### src/rtl/chunk_adder_seq.sv
// chunk_adder_seq: WIDTH-bit A+B+cin computed CHUNK bits per cycle on one reused slice; define CHUNK_ADDER_SEQ_OVF_EN to add signed-overflow output ovf
module chunk_adder_seq #(
  parameter int WIDTH = 12,
  parameter int CHUNK = 3
) (
  input  logic             clk,
  input  logic             rst,
  input  logic             in_valid,
  output logic             in_ready,
  input  logic [WIDTH-1:0] a,
  input  logic [WIDTH-1:0] b,
  input  logic             cin,
  output logic             out_valid,
  input  logic             out_ready,
  output logic [WIDTH-1:0] sum,
  output logic             cout
`ifdef CHUNK_ADDER_SEQ_OVF_EN
  ,
  output logic             ovf
`endif
);
  localparam int NCHUNK = WIDTH / CHUNK;
  localparam int IW = NCHUNK > 1 ? $clog2(NCHUNK) : 1;
  typedef enum logic [1:0] {IDLE, RUN, DONE} state_t;
  state_t           state, state_n;
  logic [WIDTH-1:0] a_r, b_r;
  logic             carry_r;
  logic [IW-1:0]    idx;
  logic [CHUNK-1:0] a_c, b_c;
  logic [CHUNK:0]   add;
  logic             last;
  assign a_c       = a_r[idx*CHUNK +: CHUNK];
  assign b_c       = b_r[idx*CHUNK +: CHUNK];
  assign add       = {1'b0, a_c} + {1'b0, b_c} + (CHUNK+1)'(carry_r);
  assign last      = idx == IW'(NCHUNK - 1);
  assign in_ready  = state == IDLE;
  assign out_valid = state == DONE;
  // state register
  always_ff @(posedge clk or posedge rst)
    if (rst) state <= IDLE;
    else state <= state_n;
  // next state: accept in IDLE, step chunks in RUN, hold result until taken
  always_comb begin
    state_n = state;
    state_n = state == IDLE ? (in_valid ? RUN : IDLE) :
              state == RUN  ? (last ? DONE : RUN) :
              (out_ready ? IDLE : DONE);
  end
  // operand capture and one slice add per RUN cycle, carry fed back
  always_ff @(posedge clk or posedge rst) begin
    if (rst) begin
      a_r     <= '0;
      b_r     <= '0;
      carry_r <= 1'b0;
      idx     <= '0;
      sum     <= '0;
      cout    <= 1'b0;
`ifdef CHUNK_ADDER_SEQ_OVF_EN
      ovf     <= 1'b0;
`endif
    end else if (state == IDLE && in_valid) begin
      a_r     <= a;
      b_r     <= b;
      carry_r <= cin;
      idx     <= '0;
    end else if (state == RUN) begin
      sum[idx*CHUNK +: CHUNK] <= add[CHUNK-1:0];
      carry_r <= add[CHUNK];
      idx     <= idx + 1'b1;
      if (last) begin
        cout <= add[CHUNK];
`ifdef CHUNK_ADDER_SEQ_OVF_EN
        ovf  <= a_c[CHUNK-1] ^ b_c[CHUNK-1] ^ add[CHUNK-1] ^ add[CHUNK];
`endif
      end
    end
  end
endmodule

### config.mk
export PLATFORM = sky130hd
export DESIGN_NAME = chunk_adder_seq
export DESIGN_NICKNAME = d
export VERILOG_FILES = /design/src/rtl/chunk_adder_seq.sv
export SDC_FILE = /design/constraint.sdc
export NUM_CORES = 1
export LEC_CHECK = 0
export CORE_MARGIN = 4
export CORE_UTILIZATION = 45
export DETAILED_ROUTE_END_ITERATION = 10
export PLACE_DENSITY = 0.74
export REMOVE_ABC_BUFFERS = 1
export SYNTH_ARGS = -nofsm -noshare
export SYNTH_HDL_FRONTEND = slang
export SYNTH_SLANG_ARGS = --single-unit
### constraint.sdc
create_clock -name clk -period 2.45 [get_ports clk]
set_input_delay 0.49 -clock clk [delete_from_list [all_inputs] [get_ports clk]]
set_output_delay 0.49 -clock clk [all_outputs]
set_load 0.02 [all_outputs]
==> run metrics <==
Worst Hold Class=register to register; growth of design area from synthesis to finish=30.1%; final setup vio count=0; Die Width=74.6 microns; fin util=62.6%; Post-synth top flop=dfrtp_1; RR Startpoint=idx[0]; Lkg Pwr=~0.0011 uW; gr ovfl total=0; Period minus WS final=2.31 ns; Post-CTS Setup Repair Bufs=0; Netlist cell types=28; Seq/Total Area, Yosys=between 50 and 60%; port bufs=between 40 and 50; largest net degree at the start of global routing=43; most common cell after layout, fill and taps aside=clkdlybuf4s50_1; Initial Util=48.1%; diodes inserted=0; routed len/inst=about 16 microns; power per cell area=between 1000 and 1500 nW/um^2; Post-DRT Antenna Nets=0; core region area=a little over 4000 sq um; average instance area after synthesis=around 13 sq um; CP Data Arrival Time=roughly 2.5 ns; root buffer cell=clkbuf_8; cell accounting for the most synthesized area=dfrtp_1; dpl ws=-0.00806 ns; Max-Cap Viols=0; Layout Cells excl Fill=between 200 and 250; initial antenna violation count=0; routability cong.=approximately 0.75; worst path cell trace=mux4_2, fa_2, inv_1, fa_2, o41ai_2; storage element area=around 1100 sq um; drt first-iter violations=between 90 and 100; 1st-pass router iterations=4; final instance area=2590 sq um; Setup crit start=idx[0]; skew final=roughly 0.0074 ns; critical path class=register to register; Core Rows=23; most frequent cells in the layout=43 x clkdlybuf4s50_1, 41 x dfrtp_1, 24 x mux2_2; Post-synth EDFFs=0; Worst Max-Slew Pin Slew=~0.53 ns; Worst Slack Setup Final=between 0.1 and 0.15 ns; Vias=between 1k and 1.5k; first-pass GRT wire length=approximately 6800 microns; CTS H-Tree Depth=2; CTS tree=done; Detailed Route WL=4020 microns; CP max stage delay=~0.53 ns; Area contributors post-synth=dfrtp_1 53%, mux2_2 14%, mux4_2 6.8%; post-synthesis register bit count=between 40 and 50; Startpoint Class=register; critical path's slowest cell=mux4_2; post-synth top area share=between 50% and 60%; die span in y=about 75 microns; FILL cells=~330; yosys warns=0; worst path required time=~2.6 ns; placed cell count=roughly 240; fraction of registers with async set/reset=100%; GR Util All Layers=between 10% and 20%; dpl cell area=2470 sq um; Die ar.=5560 sq um; DP Wirelength=3010 microns; Hold WS=0.484 ns; clock slew at reported path FFs=~0.080 ns; fmax=between 400 and 500 MHz; HP Start=sum[7]; Tcrit/Tclk final=94.5%; multi-input logic area=911 sq um; vias in the first global route=around 1.4k; status=completed; I/O pin total=44; setup repair after global routing missed its margin=no; Post-route DRC=0; share of layout cells above drive strength 1=approximately a quarter; Vias/cell=roughly 5.5; Nets=between 200 and 250; CTS Hold Bufs=0; Peak VDD IR=roughly 560 uV; Max-slew headroom=approximately 65%; TritonCTS Sinks=42; worst-case clock buffer depth=2; final hold violations=0; Slew Viols, Final=0; Clock Latency Late Sink=just under 0.3 ns; CP most frequent cell=fa_2; critical path peak fanout=4; mapped cell area=about 2000 sq um; Cells after Synth=between 100 and 150; TritonCTS buffer count=5; Critical Path Sink Type=register
-- worst max-delay path, delay by kind of cell, from the launching register on --
| family | cells | cell delay [ns] |
|---|---|---|
| muxes | 1 | 0.53 |
| AOI/OAI and AO/OA | 1 | 0.33 |
| DFF | 1 | 0.41 |
| adders and majority gates | 2 | 0.86 |
| buffers and inverters | 1 | 0.09 |
-- registers in the layout, summed over array words and instances (netlist names) --
register and flops:
a_r 12, b_r 12, carry_r 1, cout 1
idx 2, state 2, sum 12
-- where the power goes --
part | switching, uW | internal, uW
sequential | 239 | 1020
combinational | 1040 | 1020
clock | 234 | 192
total | 1510 | 2240
-- synthesized netlist by cell type (all sizes together) (2+ instances only) --
library cell  count
o2bb2ai           3
o31ai             6
mux2             24
o21ai             2
nand2b            3
a21oi             3
nand3b            3
mux4              6
inv               8
dfrtp            42
o41ai             3
nor2              3
ha                8
nand2            16
buf               5
fa                2
-- per-layer routing --
| metal | vias up | part of all wire, % | global-route usage (%) |
|---|---|---|---|
| li1 | 624 | - | - |
| met1 | 677 | 43 | 19.7 |
| met2 | 44 | 52 | 28.4 |
| met3 | 4 | 4.9 | 3.92 |
| met4 | 0 | 0.72 | 5.34 |
| met5 | - | 0 | 0 |
-- metrics by stage --
step                      total power, uW  setup TNS [ns]
final                                3750               0
after global routing                 4050               0
after CTS                            3660               0
after global placement               3090               0
after floorplan                      2570          -0.592
after detailed placement             3200        -0.00806
-- final timing paths --
kind | to | slack [ns] | cells past startpoint
worst max-delay path | sum[4] | 0.14 | 5
worst min-delay path | sum[7] | 0.48 | 2
worst max register to register | sum[4] | 0.14 | 5
worst min register to register | sum[7] | 0.48 | 2
max in group asynchronous | idx[0] | 1.42 | 3
min in group asynchronous | b_r[8] | 0.64 | 3
-- layout make-up --
cell class                      count  area share (%)
Multi-Input combinational cell     92            35.1
Sequential cell                    42            40.5
Timing Repair Buffer               47            17.7
Tap cell                           50            2.41
Clock inverter                      2           0.386
Clock buffer                        5            2.65
Inverter                            8            1.16
-- cell families (layout without fill, tap and decap cells) --
kind of cell             Yosys count  in the layout  share of synthesized area, %
flip-flops                        42             42                          52.7
AND/OR/NAND/NOR                   29             29                          7.53
XOR/XNOR                           1              1                         0.439
adder cells (fa/ha/maj)           10             10                          7.03
AO/OA/AOI/OAI                     22             22                          8.09
buffers and inverters             14             62                          3.89
multiplexers                      30             30                          20.3
-- timing repair --
item,in CTS,in global routing
gates resized for setup,2,8
pin swaps,0,0
endpoints found under the setup margin,2,6
No activity file was read; power rests on OpenSTA's default activity.
